## src/rtl/data_path_pkg.sv

```systemverilog
// Shared encodings and ALU for data_path_pipe.
// Operands are MSB-aligned in an ALU_W-bit word so carry, overflow and sign
// come from fixed bit positions whatever the datapath width (WIDTH <= ALU_W).
package data_path_pkg;

  localparam int ALU_W = 64;

  localparam logic [31:0] OP_AND = 32'd0;
  localparam logic [31:0] OP_OR  = 32'd1;
  localparam logic [31:0] OP_XOR = 32'd2;
  localparam logic [31:0] OP_MOV = 32'd3;
  localparam logic [31:0] OP_ADD = 32'd4;
  localparam logic [31:0] OP_SUB = 32'd5;
  localparam logic [31:0] OP_CMP = 32'd6;
  localparam logic [31:0] OP_LSH = 32'd7;

  // flags_out = {C,L,F,Z,N}
  localparam int FLAG_N = 0;
  localparam int FLAG_Z = 1;
  localparam int FLAG_F = 2;
  localparam int FLAG_L = 3;
  localparam int FLAG_C = 4;

  typedef struct packed {
    logic [ALU_W-1:0] res;
    logic [4:0]       flags;
  } alu_out_t;

  // a/b are MSB-aligned (low pad bits zero); keep masks off the pad bits so
  // right shifts cannot leak into Z. Unknown opcodes return a and fin.
  function automatic alu_out_t alu_op(input logic [31:0] op,
                                      input logic [ALU_W-1:0] a,
                                      input logic [ALU_W-1:0] b,
                                      input logic [ALU_W-1:0] keep,
                                      input logic [3:0] sh,
                                      input logic sh_right,
                                      input logic [4:0] fin);
    logic [ALU_W:0]   sum;
    logic [ALU_W:0]   diff;
    logic [ALU_W-1:0] r;
    logic [4:0]       f;
    logic             ovf_add;
    logic             ovf_sub;
    sum     = {1'b0, a} + {1'b0, b};
    diff    = {1'b0, a} - {1'b0, b};
    ovf_add = (a[ALU_W-1] == b[ALU_W-1]) && (sum[ALU_W-1] != a[ALU_W-1]);
    ovf_sub = (a[ALU_W-1] != b[ALU_W-1]) && (diff[ALU_W-1] != a[ALU_W-1]);
    r = a;
    f = fin;
    case (op)
      OP_AND: r = a & b;
      OP_OR:  r = a | b;
      OP_XOR: r = a ^ b;
      OP_MOV: r = b;
      OP_LSH: r = sh_right ? (a >> sh) : (a << sh);
      OP_ADD: begin
        r         = sum[ALU_W-1:0];
        f[FLAG_C] = sum[ALU_W];
        f[FLAG_F] = ovf_add;
      end
      OP_SUB, OP_CMP: begin
        r         = diff[ALU_W-1:0];
        f[FLAG_C] = diff[ALU_W];
        f[FLAG_L] = diff[ALU_W];
        f[FLAG_F] = ovf_sub;
        f[FLAG_N] = diff[ALU_W-1] ^ ovf_sub;
      end
      default: ;
    endcase
    r = r & keep;
    case (op)
      OP_AND, OP_OR, OP_XOR, OP_MOV, OP_LSH, OP_ADD: begin
        f[FLAG_N] = r[ALU_W-1];
        f[FLAG_Z] = ~|r;
      end
      OP_SUB, OP_CMP: f[FLAG_Z] = ~|r;
      default: ;
    endcase
    return '{res: r, flags: f};
  endfunction

endpackage

```

## src/rtl/data_path_pipe_regfile.sv

```systemverilog
// regfile_2r1w: NUM_REGS x WIDTH, two operand reads plus a debug read, all
// combinational from the flops; one synchronous write; async active-low clear.
module regfile_2r1w
  import data_path_pkg::*;
#(
  parameter int WIDTH    = 16,
  parameter int NUM_REGS = 16,
  localparam int SELW    = $clog2(NUM_REGS)
) (
  input  logic             clk,
  input  logic             reset,
  input  logic [SELW-1:0]  ra_sel,
  input  logic [SELW-1:0]  rb_sel,
  input  logic [SELW-1:0]  dbg_sel,
  input  logic             we,
  input  logic [SELW-1:0]  wsel,
  input  logic [WIDTH-1:0] wdata,
  output logic [WIDTH-1:0] ra_data,
  output logic [WIDTH-1:0] rb_data,
  output logic [WIDTH-1:0] dbg_data
);

  logic [NUM_REGS-1:0][WIDTH-1:0] regs;

  // single write port; reads see the old value until the write edge
  always_ff @(posedge clk or negedge reset) begin
    if (!reset)  regs <= '0;
    else if (we) regs[wsel] <= wdata;
  end

  assign ra_data  = regs[ra_sel];
  assign rb_data  = regs[rb_sel];
  assign dbg_data = regs[dbg_sel];

endmodule

```

## src/rtl/data_path_pipe.sv

```systemverilog
// data_path_pipe: two-stage datapath (RD operand capture, EX execute/write-back).
// Build option DATA_PATH_FWD_EN: forward the EX result into operand capture
// instead of stalling one cycle on a read-after-write hazard.
module data_path_pipe
  import data_path_pkg::*;
#(
  parameter int WIDTH    = 16,
  parameter int NUM_REGS = 16,
  parameter int OPW      = 8,
  localparam int SELW    = $clog2(NUM_REGS)
) (
  input  logic             clk,
  input  logic             reset,
  input  logic             in_valid,
  output logic             in_ready,
  input  logic [OPW-1:0]   opcode,
  input  logic [SELW-1:0]  rdest_sel,
  input  logic [SELW-1:0]  rsrc_sel,
  input  logic [WIDTH-1:0] imm_in,
  input  logic             imm_select,
  input  logic             wb_en,
  input  logic             flags_en,
  output logic             out_valid,
  output logic [WIDTH-1:0] result,
  output logic [4:0]       flags_out,
  input  logic [SELW-1:0]  dbg_sel,
  output logic [WIDTH-1:0] dbg_data
);

  localparam int STAGES = 2;
  localparam logic [ALU_W-1:0] KEEP =
    ~((ALU_W'(1) << (ALU_W - WIDTH)) - ALU_W'(1));

  logic [STAGES:1]  vld_pipe;   // [1] = EX valid, [2] = retire pulse
  logic             accept;
  logic [OPW-1:0]   ex_op;
  logic [WIDTH-1:0] ex_a, ex_b, ex_res;
  logic [SELW-1:0]  ex_rdest;
  logic             ex_wb, ex_fl, ex_valid;
  logic [WIDTH-1:0] ra_data, rb_data, op_a, op_b;
  logic             hz_a, hz_b;
  logic [ALU_W-1:0] a_al, b_al;
  alu_out_t         alu;

  assign ex_valid  = vld_pipe[1];
  assign out_valid = vld_pipe[STAGES];

  regfile_2r1w #(.WIDTH(WIDTH), .NUM_REGS(NUM_REGS)) u_rf (
    .clk      (clk),
    .reset    (reset),
    .ra_sel   (rdest_sel),
    .rb_sel   (rsrc_sel),
    .dbg_sel  (dbg_sel),
    .we       (ex_valid && ex_wb),
    .wsel     (ex_rdest),
    .wdata    (ex_res),
    .ra_data  (ra_data),
    .rb_data  (rb_data),
    .dbg_data (dbg_data)
  );

  // read-after-write against the instruction sitting in EX
  assign hz_a = ex_valid && ex_wb && (rdest_sel == ex_rdest);
  assign hz_b = ex_valid && ex_wb && !imm_select && (rsrc_sel == ex_rdest);

`ifdef DATA_PATH_FWD_EN
  assign in_ready = 1'b1;
  assign op_a     = hz_a ? ex_res : ra_data;
  assign op_b     = imm_select ? imm_in : (hz_b ? ex_res : rb_data);
`else
  // stall clears itself: nothing enters EX during the stall cycle
  assign in_ready = !(hz_a || hz_b);
  assign op_a     = ra_data;
  assign op_b     = imm_select ? imm_in : rb_data;
`endif

  assign accept = in_valid && in_ready;

  // EX-stage ALU on MSB-aligned operands
  always_comb begin
    a_al   = ALU_W'(ex_a) << (ALU_W - WIDTH);
    b_al   = ALU_W'(ex_b) << (ALU_W - WIDTH);
    alu    = alu_op(32'(ex_op), a_al, b_al, KEEP, ex_b[3:0], ex_b[4], flags_out);
    ex_res = WIDTH'(alu.res >> (ALU_W - WIDTH));
  end

  // RD capture into EX registers; valid shifts toward the retire pulse
  always_ff @(posedge clk or negedge reset) begin
    if (!reset) begin
      vld_pipe <= '0;
      ex_op    <= '0;
      ex_a     <= '0;
      ex_b     <= '0;
      ex_rdest <= '0;
      ex_wb    <= 1'b0;
      ex_fl    <= 1'b0;
    end else begin
      vld_pipe <= {vld_pipe[STAGES-1:1], accept};
      if (accept) begin
        ex_op    <= opcode;
        ex_a     <= op_a;
        ex_b     <= op_b;
        ex_rdest <= rdest_sel;
        ex_wb    <= wb_en && (32'(opcode) != OP_CMP);
        ex_fl    <= flags_en;
      end
    end
  end

  // retire: latch result and, when enabled, flags
  always_ff @(posedge clk or negedge reset) begin
    if (!reset) begin
      result    <= '0;
      flags_out <= '0;
    end else if (ex_valid) begin
      result <= ex_res;
      if (ex_fl) flags_out <= alu.flags;
    end
  end

endmodule

```

## config.mk

```make
export PLATFORM = sky130hd
export DESIGN_NAME = data_path_pipe
export DESIGN_NICKNAME = d
export VERILOG_FILES = /design/src/rtl/data_path_pkg.sv /design/src/rtl/data_path_pipe_regfile.sv /design/src/rtl/data_path_pipe.sv
export SDC_FILE = /design/constraint.sdc
export NUM_CORES = 1
export LEC_CHECK = 0
export CAP_MARGIN = 40
export CORE_MARGIN = 8
export CORE_UTILIZATION = 44
export CTS_CLUSTER_DIAMETER = 60
export DETAILED_ROUTE_END_ITERATION = 10
export PLACE_DENSITY = 0.61
export SLEW_MARGIN = 5
export SYNTH_ARGS = -nofsm -noshare
export SYNTH_HDL_FRONTEND = slang
export SYNTH_HIERARCHICAL = 1
export SYNTH_SLANG_ARGS = --single-unit
```

## constraint.sdc

```tcl
create_clock -name clk -period 14.5 [get_ports clk]
set_input_delay 2.175 -clock clk [delete_from_list [all_inputs] [get_ports clk]]
set_output_delay 2.175 -clock clk [all_outputs]
set_load 0.01 [all_outputs]
```

After elaboration in Yosys (flattened, before gate mapping)
Index checks and enable logic that the tools add are counted.
{"block": "classes", "add_sub_neg": 2, "order_cmp": 5, "bitwise": 4, "reduce_logical": 24, "n_shift": 2, "eq_ne": 14, "muxes": 16}
{"cell": "64-bit case mux with 7 select lines", "n": 1}
{"cell": "256-bit bitwise mux", "n": 1}
{"cell": "16-bit binary-select mux with 4-bit select", "n": 3}
{"cell": "16-bit two-way mux", "n": 5}
{"cell": "64-bit by 64-bit adder with 65-bit output", "n": 1}
{"cell": "64-bit by 64-bit subtractor with 65-bit output", "n": 1}
{"cell": "64-bit bitwise AND", "n": 1}
{"cell": "16-bit demux with 4-bit select", "n": 1}
{"cell": "64-bit two-way mux", "n": 1}
{"cell": "64-bit bitwise OR", "n": 1}
{"cell": "64-bit by 4-bit left shift with 64-bit output", "n": 1}
{"cell": "64-bit by 4-bit >> shifter with 64-bit output", "n": 1}
{"cell": "64-bit XOR", "n": 1}
{"cell": "8-bit by 3-bit equality test with 1-bit output, second input constant", "n": 4}
{"cell": "4-bit by 5-bit < comparator with 1-bit output, second input constant", "n": 4}
{"cell": "8-bit by 2-bit equality test with 1-bit output, second input constant", "n": 2}
{"cell": "16-bit OR reduction", "n": 1}
{"cell": "3-bit AND reduction", "n": 4}
{"cell": "1-bit logical AND", "n": 9}
{"cell": "4-bit equality test", "n": 2}
{"cell": "8-bit by 1-bit equality test with 1-bit output, second input constant", "n": 1}
{"cell": "8-bit zero test", "n": 1}
{"cell": "8-bit by 3-bit inequality test with 1-bit output, second input constant", "n": 1}
{"cell": "8-bit OR reduction", "n": 1}
{"cell": "other kinds (11)", "n": 18}
{"block": "word_totals", "ff_bits": 325, "elab_cells": 95, "input_bits": 42, "output_inout_bits": 39}

Logic depth before layout (Yosys ltp)
Gate-level depths: netlist of run 1.
{"block": "depth", "word_depth": 6, "ltp_mapped": 20, "mapped_depth_nobuf": 17}

Modules after synthesis
The synthesis of run 1 kept the hierarchy.
{"module": "regfile_2r1w", "area_each_um2": 15205.8, "n_inst": 1, "cells_each": 985}
{"module": "data_path_pipe", "area_each_um2": 7287.0, "n_inst": 1, "cells_each": 847}

Worst setup path before layout of run 1
OpenSTA, ideal clock, no wires.
{"block": "synth_timing", "path_kind": "input to output", "start": "in dbg_sel[0]", "end": "out dbg_data[10]", "stages": 5, "n_path_buf": 2, "path_slack_ns": 8.828, "t_arrival_ns": 3.497, "path_cell_list": "buf_2 buf_2 mux4_2 a22oi_1 nand2_1"}
{"block": "synth_via", "elab_chain_cells": 2}
{"element": "start, declared", "line_no": "data_path_pipe.sv:26", "text": "input logic [SELW-1:0] dbg_sel,"}
{"element": "16-bit binary-select mux with 4-bit select", "line_no": "data_path_pipe_regfile.sv:33", "text": "assign dbg_data = regs[dbg_sel];"}
{"element": "16-bit two-way mux (not written as such)", "line_no": "data_path_pipe_regfile.sv:33"}
{"element": "end, declared", "line_no": "data_path_pipe.sv:27", "text": "output logic [WIDTH-1:0] dbg_data"}
Every way passes these cells. The select of a mux whose other input is x is not followed.

Worst setup path in the final report of run 1
{"block": "layout_timing", "start": "in dbg_sel[0]", "end": "out dbg_data[2]"}
Same word-level chain as after synthesis.

==> impl_metrics.json, run 1 <==
{
  "ir_drop_mv": 0.0937,
  "cp.required_ns": 12.32,
  "dp_hpwl_microns": 46600,
  "p_leak_uw": 0.0110,
  "drt_iter0_drc": 1702,
  "place_area_sq_um": 23900,
  "wire_per_inst_microns": 27.9,
  "multi_input_area_sq_um": 13300,
  "gp_congestion": 0.950,
  "grt_max_degree": 162,
  "wl_microns": 71500,
  "period_minus_slack_ns": 7.03,
  "ys_ff_latch": 325,
  "nets": 1948,
  "drc_errors": 0,
  "synthFlopType": "dfrtp_1",
  "p_seq_share_pct": 36.7,
  "synthCells": 1832,
  "p_total_uw": 3590,
  "comb_power_share_pct": 33.6,
  "clock_path_buffers": 3,
  "critPathMaxFanout": 33,
  "ys_async_sr_fraction_pct": 100,
  "postLayoutCoreUtil_pct": 49.8,
  "floorplan.initialDensity_pct": 44.2,
  "clock-root-buffer": "clkbuf_16",
  "h-tree-depth": 2,
  "dr.pass1.iters": 6,
  "seq_area_frac_synth_pct": 36.2,
  "rsz0062_at_grt": "no",
  "critPathArrivalTime_ns": 4.86,
  "core_area_sq_um": 50900,
  "vias_per_cell": 6.53,
  "clk_pin_slew_worst_paths_ns": 0.06,
  "hold_violations": 0,
  "ff_latch_area_sq_um": 8130,
  "grt_pass1_vias": 17000,
  "outcome": "completed",
  "num_vias": 16700,
  "hp-class": "reg -> reg",
  "swShare_pct": 34.0,
  "antenna_cells": 0,
  "io_pins": 81,
  "antenna_left": 0,
  "grt_usage_pct": 23.9,
  "fmax_ghz": 0.142,
  "die-width_microns": 242,
  "maxCapViolCount": 0,
  "area_delta_synth_final_pct": 12.6,
  "grt_pass1_wl_microns": 109000,
  "endpoint_kind": "output port",
  "power_frac_clock_pct": 29.8,
  "hold_buffers": 0,
  "slew_viol_final": 0,
  "nFillCells": 4484,
  "fp-row-count": 83,
  "internal_power_uw": 2370,
  "pwr_density_cell_nw_per_um2": 142,
  "min_period_over_period_pct": 48.5,
  "fp.dieH_microns": 242,
  "ys_warn_count": 6,
  "slew_headroom_pct": 38.5,
  "fin_setup_tns_ns": 0,
  "layout-drive-gt1-share_pct": 34.7,
  "antenna_found_initial": 0,
  "start_kind": "input pin",
  "critPathKind": "in -> out",
  "cts-resized-gates": 0,
  "cts_sinks": 325,
  "synth_cell_types": 86,
  "die-area_sq_um": 58600,
  "p_sw_uw": 1220,
  "clk_latency_ns": 0.56,
  "synth_area_sq_um": 22500,
  "io_buffers": 80,
  "cts_buffers": 41,
  "synth_edf_count": 0,
  "clock_skew_ns": 0.0215,
  "overflow": 0,
  "syn_area_per_cell_sq_um": 12.3,
  "synth_nets": 1927,
  "worst_slew_pin_slew_ns": 0.920,
  "cts_tree": "yes",
  "final_area_sq_um": 25300,
  "final-setup-viol-count": 0,
  "postCtsSetupRepairBufs": 0
}
[synth_stat cells, types with 9 or more instances]
cell type  number  area (sq um)
a21oi_1        42           210
a22oi_1       101           758
a31oi_1         9          56.3
buf_1          12          45.0
buf_2          48           240
clkbuf_1       86           323
dfrtp_1       325          8130
ha_1           50           626
inv_1          67           251
mux2_2        273          3070
mux2i_1        35           350
mux4_2        223          5020
nand2_1       165           619
nand2b_1       13          81.3
nand3_1        27           135
nor2_1         52           195
nor2b_1        20           125
nor3_1         20           100
o21ai_0        57           285
xnor2_1         9          78.8
[cell type report]
cell class | count | share of cell area (%)
Multi-Input combinational cell | 1278 | 52.7
Sequential cell | 325 | 32.1
Timing Repair Buffer | 138 | 5.30
Clock buffer | 55 | 4.49
Tap cell | 680 | 3.36
Clock inverter | 17 | 1.04
Inverter | 69 | 1.02
[kinds of logic (layout without fill, tap and decap cells)]
kind of cell | after synthesis | after routing | synth area share (%)
fa+ha+maj | 53 | 53 | 3.05
simple gates | 361 | 361 | 7.75
mux | 540 | 540 | 38.3
buf+inv | 229 | 279 | 4.63
flops | 325 | 325 | 36.2
compound gates | 309 | 309 | 9.57
xor+xnor | 15 | 15 | 0.584
[state kept, by name, indices dropped and copies added, names as in the netlist]
signal and flops:
ex_a 16, u_rf/regs 256, ex_fl 1, flags_out 5
ex_b 16, ex_wb 1, ex_op 8, ex_rdest 4
vld_pipe 2, result 16
[placed cells by master (no fill, tap or decap), types with 20 or more instances in the layout]
cell type and instances:
a21oi_1 42, a22oi_1 101, buf_4 50, clkbuf_16 41, clkdlybuf4s50_1 73, dfrtp_1 324, ha_1 50, inv_1 67
mux2_2 273, mux2i_1 35, mux4_2 223, nand2_1 165, nand3_1 27, nor2_1 51, nor3_1 20, o21ai_0 56
[power by group through the flow]
| stage | logic, uW | registers, uW | clock network, uW |
|---|---|---|---|
| 2_1_floorplan | 871 | 1250 | 0 |
| 3_3_place_gp | 1170 | 1310 | 0 |
| 3_5_place_dp | 1190 | 1320 | 0 |
| 4_1_cts | 1200 | 1310 | 1090 |
| 5_1_grt | 1300 | 1350 | 1130 |
| 6_report | 1210 | 1320 | 1070 |
[critical path, cell delays in order]
cell,delay [ns]
buf_4,0.53
buf_4,0.66
mux4_2,0.59
a22oi_1,0.23
nand2_1,0.13
clkdlybuf4s50_1,0.50
[path summary, 6_finish.rpt]
path,start,end,cells after the start,slack [ns]
setup reg to reg,ex_b[1],flags_out[1],18,7.97
max in group asynchronous,reset,ex_b[0],3,11.07
hold reg to reg,flags_out[4],flags_out[4],1,0.48
min in group asynchronous,reset,u_rf/regs[74],1,1.61
setup / recovery,dbg_sel[0],dbg_data[2],6,7.47
hold / removal,flags_out[4],flags_out[4],1,0.48
[through the flow]
step | hold WS [ns] | setup slack (ns) | instances
6_report | 0.477 | 7.47 | 2562
5_1_grt | 0.510 | 7.25 | 2562
4_1_cts | 0.483 | 7.39 | 2562
3_5_place_dp | 0.474 | 7.39 | 2490
3_3_place_gp | 0.462 | 7.43 | 2479
2_1_floorplan | 0.448 | 8.83 | 1832
[per-layer routing]
layer	vias to the layer above	global-route usage (%)	part of all wire, %
met5	-	0	0
met4	0	9.44	4.2
met3	194	5.31	8.4
met2	836	40.6	50
met1	8614	29.5	38
li1	7096	-	-
(Power assumes the default switching activity.)
==> inputs of run 2 (changes only) <==
clock period = 6.6 ns   (was 14.5 ns; I/O delays follow)
==> run 2 against run 1 <==
Compared with the run above:
- sequential share of layout area barely moved
- clock skew rose by 0.0017 ns
- cell count rose by 0.39%
- die area did not move
- clock-buffer cell count rose by 1
- sequential power rose by 120%
- largest power group unchanged
==> impl_metrics.json, run 2 (same netlist as run 1, synthesis figures left out) <==
{
  "core_area_sq_um": 50900,
  "cp.required_ns": 7.09,
  "endpoint_kind": "flip-flop",
  "pwr_density_cell_nw_per_um2": 303,
  "num_vias": 16800,
  "hp-class": "in -> async",
  "start_kind": "flip-flop",
  "p_seq_share_pct": 37.7,
  "postLayoutCoreUtil_pct": 49.7,
  "r2r_slack_ns": 1.50,
  "fp-row-count": 83,
  "regMostFlops": "u_rf/regs",
  "layout-drive-gt1-share_pct": 34.9,
  "cts_tree": "yes",
  "fin_setup_tns_ns": 0,
  "h-tree-depth": 2,
  "grt_usage_pct": 24.3,
  "die-area_sq_um": 58600,
  "antenna_cells": 0,
  "final_area_sq_um": 25300,
  "p_sw_uw": 2670,
  "wire_per_inst_microns": 28.2,
  "maxCapViolCount": 0,
  "slowest_delay_ns": 0.49,
  "wl_met3_microns": 4920,
  "die-width_microns": 242,
  "slew_headroom_pct": 39.7,
  "fp.dieH_microns": 242,
  "antenna_found_initial": 2,
  "cpMostUsedCell": "o21bai_1",
  "grt_pass1_wl_microns": 110000,
  "io_buffers": 80,
  "critPathArrivalTime_ns": 5.59,
  "area_delta_synth_final_pct": 12.5,
  "place_area_sq_um": 24100,
  "swShare_pct": 34.8,
  "reg2reg_depth": 18,
  "gp_congestion": 0.957,
  "cts_sinks": 325,
  "multi_input_area_sq_um": 13300,
  "final_common_cell": "dfrtp_1",
  "clk_latency_ns": 0.57,
  "grt_pass1_vias": 17300,
  "critPathKind": "reg -> reg",
  "top_layer": "met5",
  "postCtsSetupRepairBufs": 0,
  "drt_iter0_drc": 1329,
  "internal_power_uw": 5000,
  "cts_buffers": 40,
  "wl_met2_microns": 36600,
  "final_cell_mix": "324 x dfrtp_1, 273 x mux2_2, 223 x mux4_2",
  "comb_power_share_pct": 34.9,
  "worstPathCellList": "clkinv_1 > ha_1 > o21bai_1 > a2111oi_2 > o21bai_1 > a2111o_1 > o21ai_0 > a21oi_1 > nor2_1 > o21bai_1 > fa_1 > a221o_1 > a211o_1 > a32oi_1 > nand3_1 > buf_4 > or3b_1 > o21ai_1",
  "period_minus_slack_ns": 5.10,
  "ir_drop_mv": 0.170,
  "overflow": 0,
  "nets": 1960,
  "p_leak_uw": 0.0110,
  "clock_skew_ns": 0.0232,
  "holdWs_ns": 0.468,
  "wl_met1_microns": 26800,
  "min_period_over_period_pct": 77.3,
  "r2r-end": "flags_out[1]",
  "r2r_start": "ex_b[1]",
  "drc_errors": 0,
  "nFillCells": 4466,
  "fmax_ghz": 0.196,
  "cpMaxStageDelayCell": "ha_1",
  "cts-resized-gates": 0,
  "floorplan.initialDensity_pct": 44.2,
  "power_frac_clock_pct": 27.4,
  "hold_violations": 0,
  "io_pins": 81,
  "critPathMaxFanout": 18,
  "ff_latch_area_sq_um": 8130,
  "dr.pass1.iters": 5,
  "hold_buffers": 0,
  "dp_hpwl_microns": 49700,
  "worst_slew_pin_slew_ns": 0.904,
  "wl_microns": 72500,
  "outcome": "completed",
  "antenna_left": 0,
  "clk_pin_slew_worst_paths_ns": 0.06,
  "rsz0062_at_grt": "no",
  "clock-root-buffer": "clkbuf_16",
  "grt_max_degree": 111,
  "slew_viol_final": 0,
  "largest_reg_flops": 256,
  "clock_path_buffers": 3,
  "final-setup-viol-count": 0,
  "vias_per_cell": 6.52
}
[run 2: per-stage QoR]
stage	setup slack [ns]	cells	total power, uW
2_1_floorplan	1.69	1832	4660
3_5_place_dp	1.53	2503	5560
4_1_cts	1.51	2572	7690
5_1_grt	1.03	2572	8060
3_3_place_gp	1.52	2492	5450
6_report	1.50	2572	7680
[run 2: area by class of cell]
cell class,instances,share of cell area (%)
Clock buffer,56,4.43
Clock inverter,13,0.480
Inverter,69,1.02
Multi-Input combinational cell,1278,52.7
Sequential cell,325,32.1
Tap cell,680,3.36
Timing Repair Buffer,151,5.89
[run 2: routing by layer]
| layer | vias up | global-route usage (%) |
|---|---|---|
| met2 | 834 | 41.9 |
| met4 | 4 | 13.1 |
| met1 | 8544 | 28.5 |
| met3 | 254 | 4.41 |
| met5 | - | 0 |
| li1 | 7122 | - |
[run 2: worst max path at each step]
stage                 start        endpoint  slack [ns]  depth (start not counted)
detailed placement  ex_b[1]    flags_out[1]        1.53                         18
floorplan           ex_b[2]  u_rf/regs[111]        1.69                         19
CTS                 ex_b[1]    flags_out[1]        1.51                         18
finish              ex_b[1]    flags_out[1]        1.50                         18
global placement    ex_b[1]    flags_out[1]        1.52                         18
global route        ex_b[1]    flags_out[1]        1.03                         18
[run 2: worst max-delay path, delay by kind of cell (launching register included)]
kind                       cells  cell delay (ns)
AOI/OAI and AO/OA             11             2.58
DFF                            1             0.35
and+or+nand+nor                3             0.58
buffers and inverters          2             0.55
adders and majority gates      2             0.97
[run 2: power by group through the flow]
stage               logic [uW]  clock network (uW)  registers [uW]
floorplan                 1910                   0            2740
global placement          2590                   0            2860
detailed placement        2650                   0            2910
CTS                       2660                2150            2880
global route              2870                2230            2960
finish                    2680                2100            2900
